--- src/rtl/alu_nbit_serial_if.sv ---
// ---------------------------------------------------------------------------
// alu_nbit_serial_if
// Handshake and data bundle between the operand register file, the serial
// ALU and the writeback stage.
//
// Signals:
//   in_valid / in_ready    request handshake (producer -> ALU)
//   op1, op2               WIDTH-bit operands
//   mode, opsel, cin       operation selection and carry/shift-in bit
//   out_valid / out_ready  result handshake (ALU -> consumer)
//   result                 WIDTH-bit result
//   cout, zero, neg        carry/shift-out bit and result flags
//   ovf                    signed overflow, only with ALU_SERIAL_OVF_EN
//
// Modports:
//   master  side that issues operations and consumes results
//   slave   the ALU itself
//
// Optional feature macro: ALU_SERIAL_OVF_EN (adds the ovf signal).
// ---------------------------------------------------------------------------
interface alu_nbit_serial_if #(
    parameter int WIDTH = 8
);
    logic             in_valid;
    logic             in_ready;
    logic [WIDTH-1:0] op1;
    logic [WIDTH-1:0] op2;
    logic             mode;
    logic [2:0]       opsel;
    logic             cin;
    logic             out_valid;
    logic             out_ready;
    logic [WIDTH-1:0] result;
    logic             cout;
    logic             zero;
    logic             neg;
`ifdef ALU_SERIAL_OVF_EN
    logic             ovf;

    modport master (
        output in_valid, op1, op2, mode, opsel, cin, out_ready,
        input  in_ready, out_valid, result, cout, zero, neg, ovf
    );

    modport slave (
        input  in_valid, op1, op2, mode, opsel, cin, out_ready,
        output in_ready, out_valid, result, cout, zero, neg, ovf
    );
`else
    modport master (
        output in_valid, op1, op2, mode, opsel, cin, out_ready,
        input  in_ready, out_valid, result, cout, zero, neg
    );

    modport slave (
        input  in_valid, op1, op2, mode, opsel, cin, out_ready,
        output in_ready, out_valid, result, cout, zero, neg
    );
`endif
endinterface

--- src/rtl/alu_nbit_serial.sv ---
// ---------------------------------------------------------------------------
// alu_nbit_serial
// Multi-cycle N-bit ALU. Operands are captured on the accept edge and then
// processed LSB-first, SLICE bits per clock, with a registered carry linking
// consecutive slices. The result is presented with a valid/ready handshake
// and held stable until the consumer takes it.
//
// Parameters:
//   WIDTH  operand/result width (multiple of SLICE)
//   SLICE  bits processed per clock; WIDTH/SLICE busy cycles per operation
//
// Ports:
//   clk    rising-edge clock
//   rst_n  asynchronous active-low reset
//   bus    alu_nbit_serial_if.slave (operands, controls, result, flags)
//
// Optional feature macro: ALU_SERIAL_OVF_EN
//   defined   -> signed overflow flag driven on bus.ovf
//   undefined -> no overflow logic
// ---------------------------------------------------------------------------
module alu_nbit_serial #(
    parameter int WIDTH = 8,
    parameter int SLICE = 1
) (
    input logic              clk,
    input logic              rst_n,
    alu_nbit_serial_if.slave bus
);

    localparam int N  = WIDTH / SLICE;
    localparam int CW = (N > 1) ? $clog2(N) : 1;
    localparam logic [CW-1:0] LAST = CW'(N - 1);

    typedef enum logic [1:0] {
        IDLE,
        BUSY,
        DONE
    } state_t;

    state_t state;
    state_t state_next;

    logic [CW-1:0]    cnt;
    logic [WIDTH-1:0] a_sr;
    logic [WIDTH-1:0] b_sr;
    logic [WIDTH-1:0] res_sr;
    logic             carry_q;
    logic             mode_q;
    logic [2:0]       opsel_q;
    logic             cout_q;
    logic             zero_q;
    logic             neg_q;

    logic             accept;
    logic             last_slice;
    logic [SLICE-1:0] a_sl;
    logic [SLICE-1:0] b_sl;
    logic [SLICE-1:0] bx_sl;
    logic [SLICE-1:0] ar_sum;
    logic             ar_cout;
    logic             ar_cmsb;
    logic [SLICE:0]   sh;
    logic [SLICE-1:0] slice_res;
    logic             slice_cout;
    logic [WIDTH-1:0] res_next;

    assign accept     = (state == IDLE) && bus.in_valid;
    assign last_slice = (state == BUSY) && (cnt == LAST);
    assign a_sl       = a_sr[SLICE-1:0];
    assign b_sl       = b_sr[SLICE-1:0];

    // State register; reset abandons any operation in flight.
    always_ff @(posedge clk or negedge rst_n) begin
        if (!rst_n) begin
            state <= IDLE;
        end else begin
            state <= state_next;
        end
    end

    // Next-state logic. in_ready is only high in IDLE, so a result must be
    // taken before the next operation can be accepted.
    always_comb begin
        state_next = state;
        case (state)
            IDLE: if (bus.in_valid)  state_next = BUSY;
            BUSY: if (cnt == LAST)   state_next = DONE;
            DONE: if (bus.out_ready) state_next = IDLE;
            default:                 state_next = IDLE;
        endcase
    end

    // Second adder operand for this slice, selected from the captured B.
    always_comb begin
        bx_sl = '0;
        if (!opsel_q[2]) begin
            case (opsel_q[1:0])
                2'b00:   bx_sl = b_sl;
                2'b01:   bx_sl = ~b_sl;
                2'b10:   bx_sl = '0;
                default: bx_sl = '1;
            endcase
        end
    end

    // Ripple adder across one slice, seeded by the registered carry. The
    // carry entering the top bit is kept for overflow detection.
    always_comb begin
        logic c;
        c       = carry_q;
        ar_sum  = '0;
        ar_cmsb = 1'b0;
        for (int i = 0; i < SLICE; i++) begin
            if (i == SLICE - 1) ar_cmsb = c;
            ar_sum[i] = a_sl[i] ^ bx_sl[i] ^ c;
            c = (a_sl[i] & bx_sl[i]) | (c & (a_sl[i] ^ bx_sl[i]));
        end
        ar_cout = c;
    end

    // Slice result. For the left shift the registered carry holds cin on
    // the first slice and the previous slice's top A bit afterwards.
    always_comb begin
        sh         = {a_sl, carry_q};
        slice_res  = '0;
        slice_cout = 1'b0;
        if (!mode_q) begin
            slice_res  = ar_sum;
            slice_cout = ar_cout;
        end else if (opsel_q[2]) begin
            slice_res  = sh[SLICE-1:0];
            slice_cout = sh[SLICE];
        end else begin
            case (opsel_q[1:0])
                2'b00:   slice_res = a_sl & b_sl;
                2'b01:   slice_res = a_sl | b_sl;
                2'b10:   slice_res = a_sl ^ b_sl;
                default: slice_res = ~a_sl;
            endcase
        end
    end

    // Result slices enter at the top and shift down, so after N slices the
    // first (least significant) slice has reached bit 0.
    assign res_next = (res_sr >> SLICE) | (WIDTH'(slice_res) << (WIDTH - SLICE));

    // Datapath: capture on accept, shift one slice per BUSY cycle, and
    // register the flags from the complete result on the final slice so
    // they stay frozen while the result waits in DONE.
    always_ff @(posedge clk or negedge rst_n) begin
        if (!rst_n) begin
            cnt     <= '0;
            a_sr    <= '0;
            b_sr    <= '0;
            res_sr  <= '0;
            carry_q <= 1'b0;
            mode_q  <= 1'b0;
            opsel_q <= 3'b000;
            cout_q  <= 1'b0;
            zero_q  <= 1'b0;
            neg_q   <= 1'b0;
        end else if (accept) begin
            cnt     <= '0;
            a_sr    <= bus.op1;
            b_sr    <= bus.op2;
            mode_q  <= bus.mode;
            opsel_q <= bus.opsel;
            carry_q <= bus.cin;
        end else if (state == BUSY) begin
            a_sr    <= a_sr >> SLICE;
            b_sr    <= b_sr >> SLICE;
            res_sr  <= res_next;
            carry_q <= slice_cout;
            if (last_slice) begin
                cnt    <= '0;
                cout_q <= slice_cout;
                zero_q <= (res_next == '0);
                neg_q  <= res_next[WIDTH-1];
            end else begin
                cnt <= cnt + 1'b1;
            end
        end
    end

`ifdef ALU_SERIAL_OVF_EN
    logic ovf_q;

    // Signed overflow: carry into the MSB differs from carry out of it.
    always_ff @(posedge clk or negedge rst_n) begin
        if (!rst_n) begin
            ovf_q <= 1'b0;
        end else if (last_slice) begin
            ovf_q <= !mode_q && (ar_cmsb ^ ar_cout);
        end
    end

    assign bus.ovf = ovf_q;
`endif

    assign bus.in_ready  = (state == IDLE);
    assign bus.out_valid = (state == DONE);
    assign bus.result    = res_sr;
    assign bus.cout      = cout_q;
    assign bus.zero      = zero_q;
    assign bus.neg       = neg_q;

endmodule

--- src/flat_wrapper.sv ---
// flat-port wrapper written by rule: the top's interface ports become plain ports
module alu_nbit_serial_flat 
#(
    parameter int WIDTH = 8,
    parameter int SLICE = 1
)
  (clk, rst_n, bus_in_valid, bus_op1, bus_op2, bus_mode, bus_opsel, bus_cin, bus_out_ready, bus_in_ready, bus_out_valid, bus_result, bus_cout, bus_zero, bus_neg);
  alu_nbit_serial_if #(.WIDTH(WIDTH)) bus_i ();
  input logic clk;
  input logic rst_n;
  input wire logic [$bits(bus_i.in_valid)-1:0] bus_in_valid;
  input wire logic [$bits(bus_i.op1)-1:0] bus_op1;
  input wire logic [$bits(bus_i.op2)-1:0] bus_op2;
  input wire logic [$bits(bus_i.mode)-1:0] bus_mode;
  input wire logic [$bits(bus_i.opsel)-1:0] bus_opsel;
  input wire logic [$bits(bus_i.cin)-1:0] bus_cin;
  input wire logic [$bits(bus_i.out_ready)-1:0] bus_out_ready;
  output wire logic [$bits(bus_i.in_ready)-1:0] bus_in_ready;
  output wire logic [$bits(bus_i.out_valid)-1:0] bus_out_valid;
  output wire logic [$bits(bus_i.result)-1:0] bus_result;
  output wire logic [$bits(bus_i.cout)-1:0] bus_cout;
  output wire logic [$bits(bus_i.zero)-1:0] bus_zero;
  output wire logic [$bits(bus_i.neg)-1:0] bus_neg;
  assign bus_i.in_valid = bus_in_valid;
  assign bus_i.op1 = bus_op1;
  assign bus_i.op2 = bus_op2;
  assign bus_i.mode = bus_mode;
  assign bus_i.opsel = bus_opsel;
  assign bus_i.cin = bus_cin;
  assign bus_i.out_ready = bus_out_ready;
  assign bus_in_ready = bus_i.in_ready;
  assign bus_out_valid = bus_i.out_valid;
  assign bus_result = bus_i.result;
  assign bus_cout = bus_i.cout;
  assign bus_zero = bus_i.zero;
  assign bus_neg = bus_i.neg;
  alu_nbit_serial #(.WIDTH(WIDTH), .SLICE(SLICE)) u_core (.clk(clk), .rst_n(rst_n), .bus(bus_i));
endmodule
--- config.mk ---
export PLATFORM = sky130hd
export DESIGN_NAME = alu_nbit_serial_flat
export DESIGN_NICKNAME = d
export VERILOG_FILES = /design/src/rtl/alu_nbit_serial_if.sv /design/src/rtl/alu_nbit_serial.sv /design/src/flat_wrapper.sv
export SDC_FILE = /design/constraint.sdc
export NUM_CORES = 1
export LEC_CHECK = 0
export BUFFER_PORTS_ARGS = -buffer_cell sky130_fd_sc_hd__buf_2
export CORE_MARGIN = 3
export CORE_UTILIZATION = 48
export CTS_CLUSTER_SIZE = 12
export DETAILED_ROUTE_END_ITERATION = 8
export PLACE_DENSITY = 0.76
export SYNTH_ARGS = -nofsm -noshare
export SYNTH_HDL_FRONTEND = slang
export SYNTH_SLANG_ARGS = --single-unit
--- constraint.sdc ---
create_clock -name clk -period 1.98 [get_ports clk]
set_input_delay 0.297 -clock clk [delete_from_list [all_inputs] [get_ports clk]]
set_output_delay 0.297 -clock clk [all_outputs]
set_load 0.03 [all_outputs]
Word-level counts from Yosys, hierarchy flattened
Index checks and enable logic that the tools add are counted.
{ "word_totals": {"ff_bits": 37, "latch_bits": 0, "ram_bits": 0, "mem_bits_ro": 0, "inputBits": 25, "out_inout_bits": 13, "n_memories": 0} }
{ "classes": {"add_sub_neg": 1, "multipliers": 0, "div": 0, "magnitude_cmp": 0, "eq_ne": 8, "n_shift": 0, "mux": 20, "n_bitwise": 12, "n_reduce_logical": 9} }
{ "op_table": {"columns": ["cell", "count"], "rows": [
  ["$mux 8", 4],
  ["$mux 3", 3],
  ["$logic_not 8->1", 1],
  ["$or 7x8->8", 1],
  ["$mux 1", 7],
  ["$mux 2", 3],
  ["$ne 2x2->1 const B", 3],
  ["$pmux 1 s3", 2],
  ["$pmux 2 s3", 1],
  ["$reduce_and 3->1", 2],
  ["$eq 2x1->1 const B", 2],
  ["$eq 2x2->1 const B", 2],
  ["$logic_not 2->1", 2],
  ["$add 3x1->3 const B", 1],
  ["$and 1x1->1", 3],
  ["$eq 3x3->1 const B", 1],
  ["$not 1->1", 3],
  ["$xor 1x1->1", 3],
  ["$logic_and 1x1->1", 2],
  ["$or 1x1->1", 2],
  ["$reduce_and 2->1", 1],
  ["$reduce_bool 2->1", 1]
]} }

Depth between registers and ports, before layout
{ "depth": {"word_depth": 9, "mapped_depth": 8, "mapped_depth_nobuf": 8} }

Worst setup path before layout
OpenSTA, ideal clock, no wires.
{ "synth_path": {"path_kind": "register to register", "startpoint": "register u_core.b_sr[0]", "endpoint": "register u_core.zero_q, in the netlist u_core.bus.zero", "setup_time_ns": 0.122, "arrival_time_ns": 1.763, "t_required_ns": 1.858, "slack_ns": 0.096, "stages_incl_launch_ff": 8, "path_buffers": 0, "cell_sequence": "dfrtp_1 inv_1 or3_1 a21o_1 fa_1 nor2_1 nor2_1 a32o_1"} }
{ "synth_between": {"elab_chain_cells": 8, "elab_cells_between_ends": 13} }
{ "synth_rtl": {"columns": ["item", "line", "source"], "rows": [
  ["start, declared", "alu_nbit_serial.sv:45", "logic [WIDTH-1:0] b_sr;"],
  ["start signal, assigned", "alu_nbit_serial.sv:165", "b_sr <= bus.op2;"],
  ["start signal, assigned", "alu_nbit_serial.sv:171", "b_sr <= b_sr >> SLICE;"],
  ["$not 1->1", "alu_nbit_serial.sv:99", "2'b01: bx_sl = ~b_sl;"],
  ["$pmux 1 s3", "alu_nbit_serial.sv:97", "case (opsel_q[1:0])"],
  ["$mux 1", "alu_nbit_serial.sv:96", "if (!opsel_q[2]) begin"],
  ["$xor 1x1->1 (2 in series)", "alu_nbit_serial.sv:115", "ar_sum[i] = a_sl[i] ^ bx_sl[i] ^ c;"],
  ["$mux 1 *", "alu_nbit_serial.sv:127", "if (!mode_q) begin"],
  ["$or 7x8->8 *", "alu_nbit_serial.sv:145", "assign res_next = (res_sr >> SLICE) | (WIDTH'(slice_res) << (WIDTH - SLICE));"],
  ["$logic_not 8->1 *", "alu_nbit_serial.sv:177", "zero_q <= (res_next == '0);"],
  ["end signal, assigned", "alu_nbit_serial.sv:177", null],
  ["end, declared", "alu_nbit_serial.sv:51", "logic zero_q;"]
]} }
Every way passes the cells marked *; elsewhere a longest branch is shown, timed or not.
A chain may end at the register's enable or synchronous reset.

Worst setup path after layout
Same ends and word-level chain as after synthesis.

==> impl_results.md <==
- Outcome: complete, no violations
- Synth top cells by count: nand2_1 (59), dfrtp_1 (37), a22oi_1 (14)
- Relative slew margins: 46.96%
- Yosys reg bits: 37
- Hpwl dp: 2579 µm
- TritonCTS clock tree: yes
- Critical Path Source: u_core.b_sr[0]
- Setup TNS: 0 ns
- Critical path's slowest cell: fa_1
- FMAX: between 0.5 and 0.6 GHz
- First-pass iteration count of the detailed router: 4
- Leakage power: 1.035 nW
- Antenna cells: 0
- RR Endpoint: u_core.bus.zero
- Synth Area in Compound Gates: 13.69%
- Initial DRC count: 84
- Initial Util: 52.77%
- Fraction of layout instances using a drive strength above 1: 28.04%
- Synth area leader: dfrtp_1
- Pin count of the biggest net entering global routing: 38
- Post-synthesis sequential area ratio: 54.77%
- Gp weighted congestion: between 0.7 and 0.8
- GR Util All Layers: between 10% and 20%
- Clock sinks: 37
- Row count: 20
- Clock latency on the worst-skew pair: ~0.34 ns
- CP arrival: approximately 2.2 ns
- Die W: ~65 µm
- Post-Synth Simple-Gate Area: 20.87%
- Syn_area_per_cell: 9.885 µm²
- Max-slew violations: 0
- Final clock skew: 0.01340 ns
- Layout Nets: 243
- Share of the synthesized area in the top cell type: 54.77%
- Post-Syn Instances: approximately 170
- Clock tree buffer depth: 2
- Largest family of logic cells by synthesized area: simple AND/OR/NAND/NOR gates
- RSZ-0062 raised after global routing: no
- Primary FF master, synth: dfrtp_1
- Worst R2R Path Depth: 7
- Min Hold Slack: 0.03227 ns
- Global-route wire length before repair: 6154 µm
- Setup ws final: 0.06255 ns
- Syn_nets: 201
- Post-CTS Setup Inserts: 0
- Root buffer cell: clkbuf_4
- Antenna Nets Post-Route: 0
- Post-synthesis mux area share: 2.665%
- Gr ovfl total: 0
- Via count: 1342
- Total Wirelength: 3529 µm
- Routed length per instance: 13.68 µm
- Die H: between 60 and 70 µm
- Via density per instance: between 5 and 6
- I/O Pins: 38
- Final std cells w/o fill: 258
- Placeable Area: ~0.0032 mm²
- Ys Warns: 0
- Die area: 0.004270 mm²
- Final Setup Violations: 0
- Vias in the first global route: ~1400
- Max-cap violations: 0
- Clock-pin slew on the worst setup and hold paths: ~0.11 ns
- Worst setup EP type: flip-flop
- Post-Synth XOR/XNOR Area: 0%
- Cts bufs inserted: 5
- DR DRC count: 0
- Count leader, synth: nand2_1
- Final Hold Vio Count: 0
- Critical path type: reg -> reg
- Top cells by area, synth: dfrtp_1 (55%), nand2_1 (13%), a22oi_1 (6.2%)
- Pre-CTS setup slack: roughly 0.04 ns
- Post-Synth Adder-Cell Area: 4.145%
- # H-tree levels: 2
- Synth Cell Area: roughly 0.0017 mm²
- Post-synth ARST share: between 90% and 100%
- Power density cells: 1669 mW/mm²
- Startpoint Class: flip-flop
- VDD IR-drop max: about 0.75 mV
- Buffers on Ports: 37
- Dpl cells: 250
- Final period util: a little over nine tenths
- Area growth syn-to-layout: 17.39%
- CP endpoint: u_core.bus.zero
- Worst Hold Class: in -> async
- CP max stage delay: 0.44 ns
- Post-synth EDFFs: 0
- Worst r2r src: u_core.b_sr[0]
- Crit-path max FO: 3
- Fillers: around 300
- Unique cell type count in the Yosys netlist: 29
- Tmin final: about 1.9 ns
- WP data required: 2.22 ns
- Slew @ Worst Pin: 0.7956 ns
- Initial antenna violation count: 0
- R2R Setup Slk: ~0.063 ns
- Cell Chain, Critical Path: inv_1 -> or3_1 -> a21o_1 -> fa_1 -> nor2_2 -> nor2_1 -> a32o_1
## placed cells by master (no fill, tap or decap), types with 2 or more instances in the layout
master,n
dfrtp_1,37
a21o_1,2
a21oi_1,4
inv_1,4
ha_1,4
nand2b_1,4
clkinv_2,2
nor2_1,7
buf_4,6
buf_2,37
o21ai_0,7
clkbuf_4,5
mux2_2,4
nand2_1,59
a22oi_1,14
## worst max-delay path: cells and delay by family, from the launching register on
kind                     cells  cell delay, ns
AND/OR/NAND/NOR              3            0.54
adder cells (fa/ha/maj)      1            0.44
AO/OA/AOI/OAI                2            0.41
flip-flops                   1            0.36
buffers and inverters        1            0.07
## worst min path at each step
stage	slack (ns)	start	end
6_report	0.03	rst_n	u_core.bus.cout
5_1_grt	0.08	rst_n	u_core.bus.result[4]
4_1_cts	0.06	rst_n	u_core.a_sr[6]
3_5_place_dp	0.44	rst_n	u_core.b_sr[6]
3_3_place_gp	0.42	rst_n	u_core.b_sr[7]
2_1_floorplan	0.001	rst_n	u_core.a_sr[0]
## state kept, by name, indices dropped and copies added, names as in the netlist, 2 cells and up
name,flops
u_core.state,2
u_core.cnt,3
u_core.a_sr,8
u_core.bus.result,8
u_core.b_sr,8
u_core.opsel_q,3
## kinds of logic after synthesis
family / count (synthesis)
adders and majority gates: 5
buffers and inverters: 12
and+or+nand+nor: 79
muxes: 4
DFF: 37
AOI/OAI and AO/OA: 34
## layout make-up
type | instances | area [µm²] | share of cell area (%)
repair buffers | 43 | 230.2 | 11.60
inverters | 4 | 15.01 | 0.7566
flip-flops and latches | 37 | 925.9 | 46.66
clock buffers | 6 | 41.29 | 2.081
well taps | 44 | 55.05 | 2.774
multi-input cells | 122 | 706.9 | 35.62
clock inverters | 2 | 10.01 | 0.5044
## power by group
part	switching (mW)	leakage, nW	total (mW)	internal, mW
combinational	0.953	0.541	1.57	0.613
clock	0.239	0.0320	0.374	0.135
sequential	0.269	0.462	1.37	1.10
total	1.46	1.04	3.31	1.85
## through the flow
| step | utilization [%] | total power [mW] | area (µm²) |
|---|---|---|---|
| 6_report | 61.95 | 3.312 | 1984 |
| 5_1_grt | 61.95 | 3.617 | 1984 |
| 3_5_place_dp | 60.27 | 2.955 | 1931 |
| 4_1_cts | 61.88 | 3.323 | 1982 |
| 2_1_floorplan | - | 2.499 | 1690 |
| 3_3_place_gp | 60.27 | 2.845 | 1931 |
## routing by layer
layer	track usage [%]	wire [µm]	up-vias
met5	0	0	-
met4	4.663	33	0
met3	5.470	167	6
met2	33.00	1831	29
met1	22.28	1497	645
li1	-	-	662
## what timing repair did
action | 4_1_cts | 5_1_grt
endpoints found under the setup margin | 0 | 2
resized for setup | 0 | 1
hold buffers | 0 | 0
(Power assumes the default switching activity.)
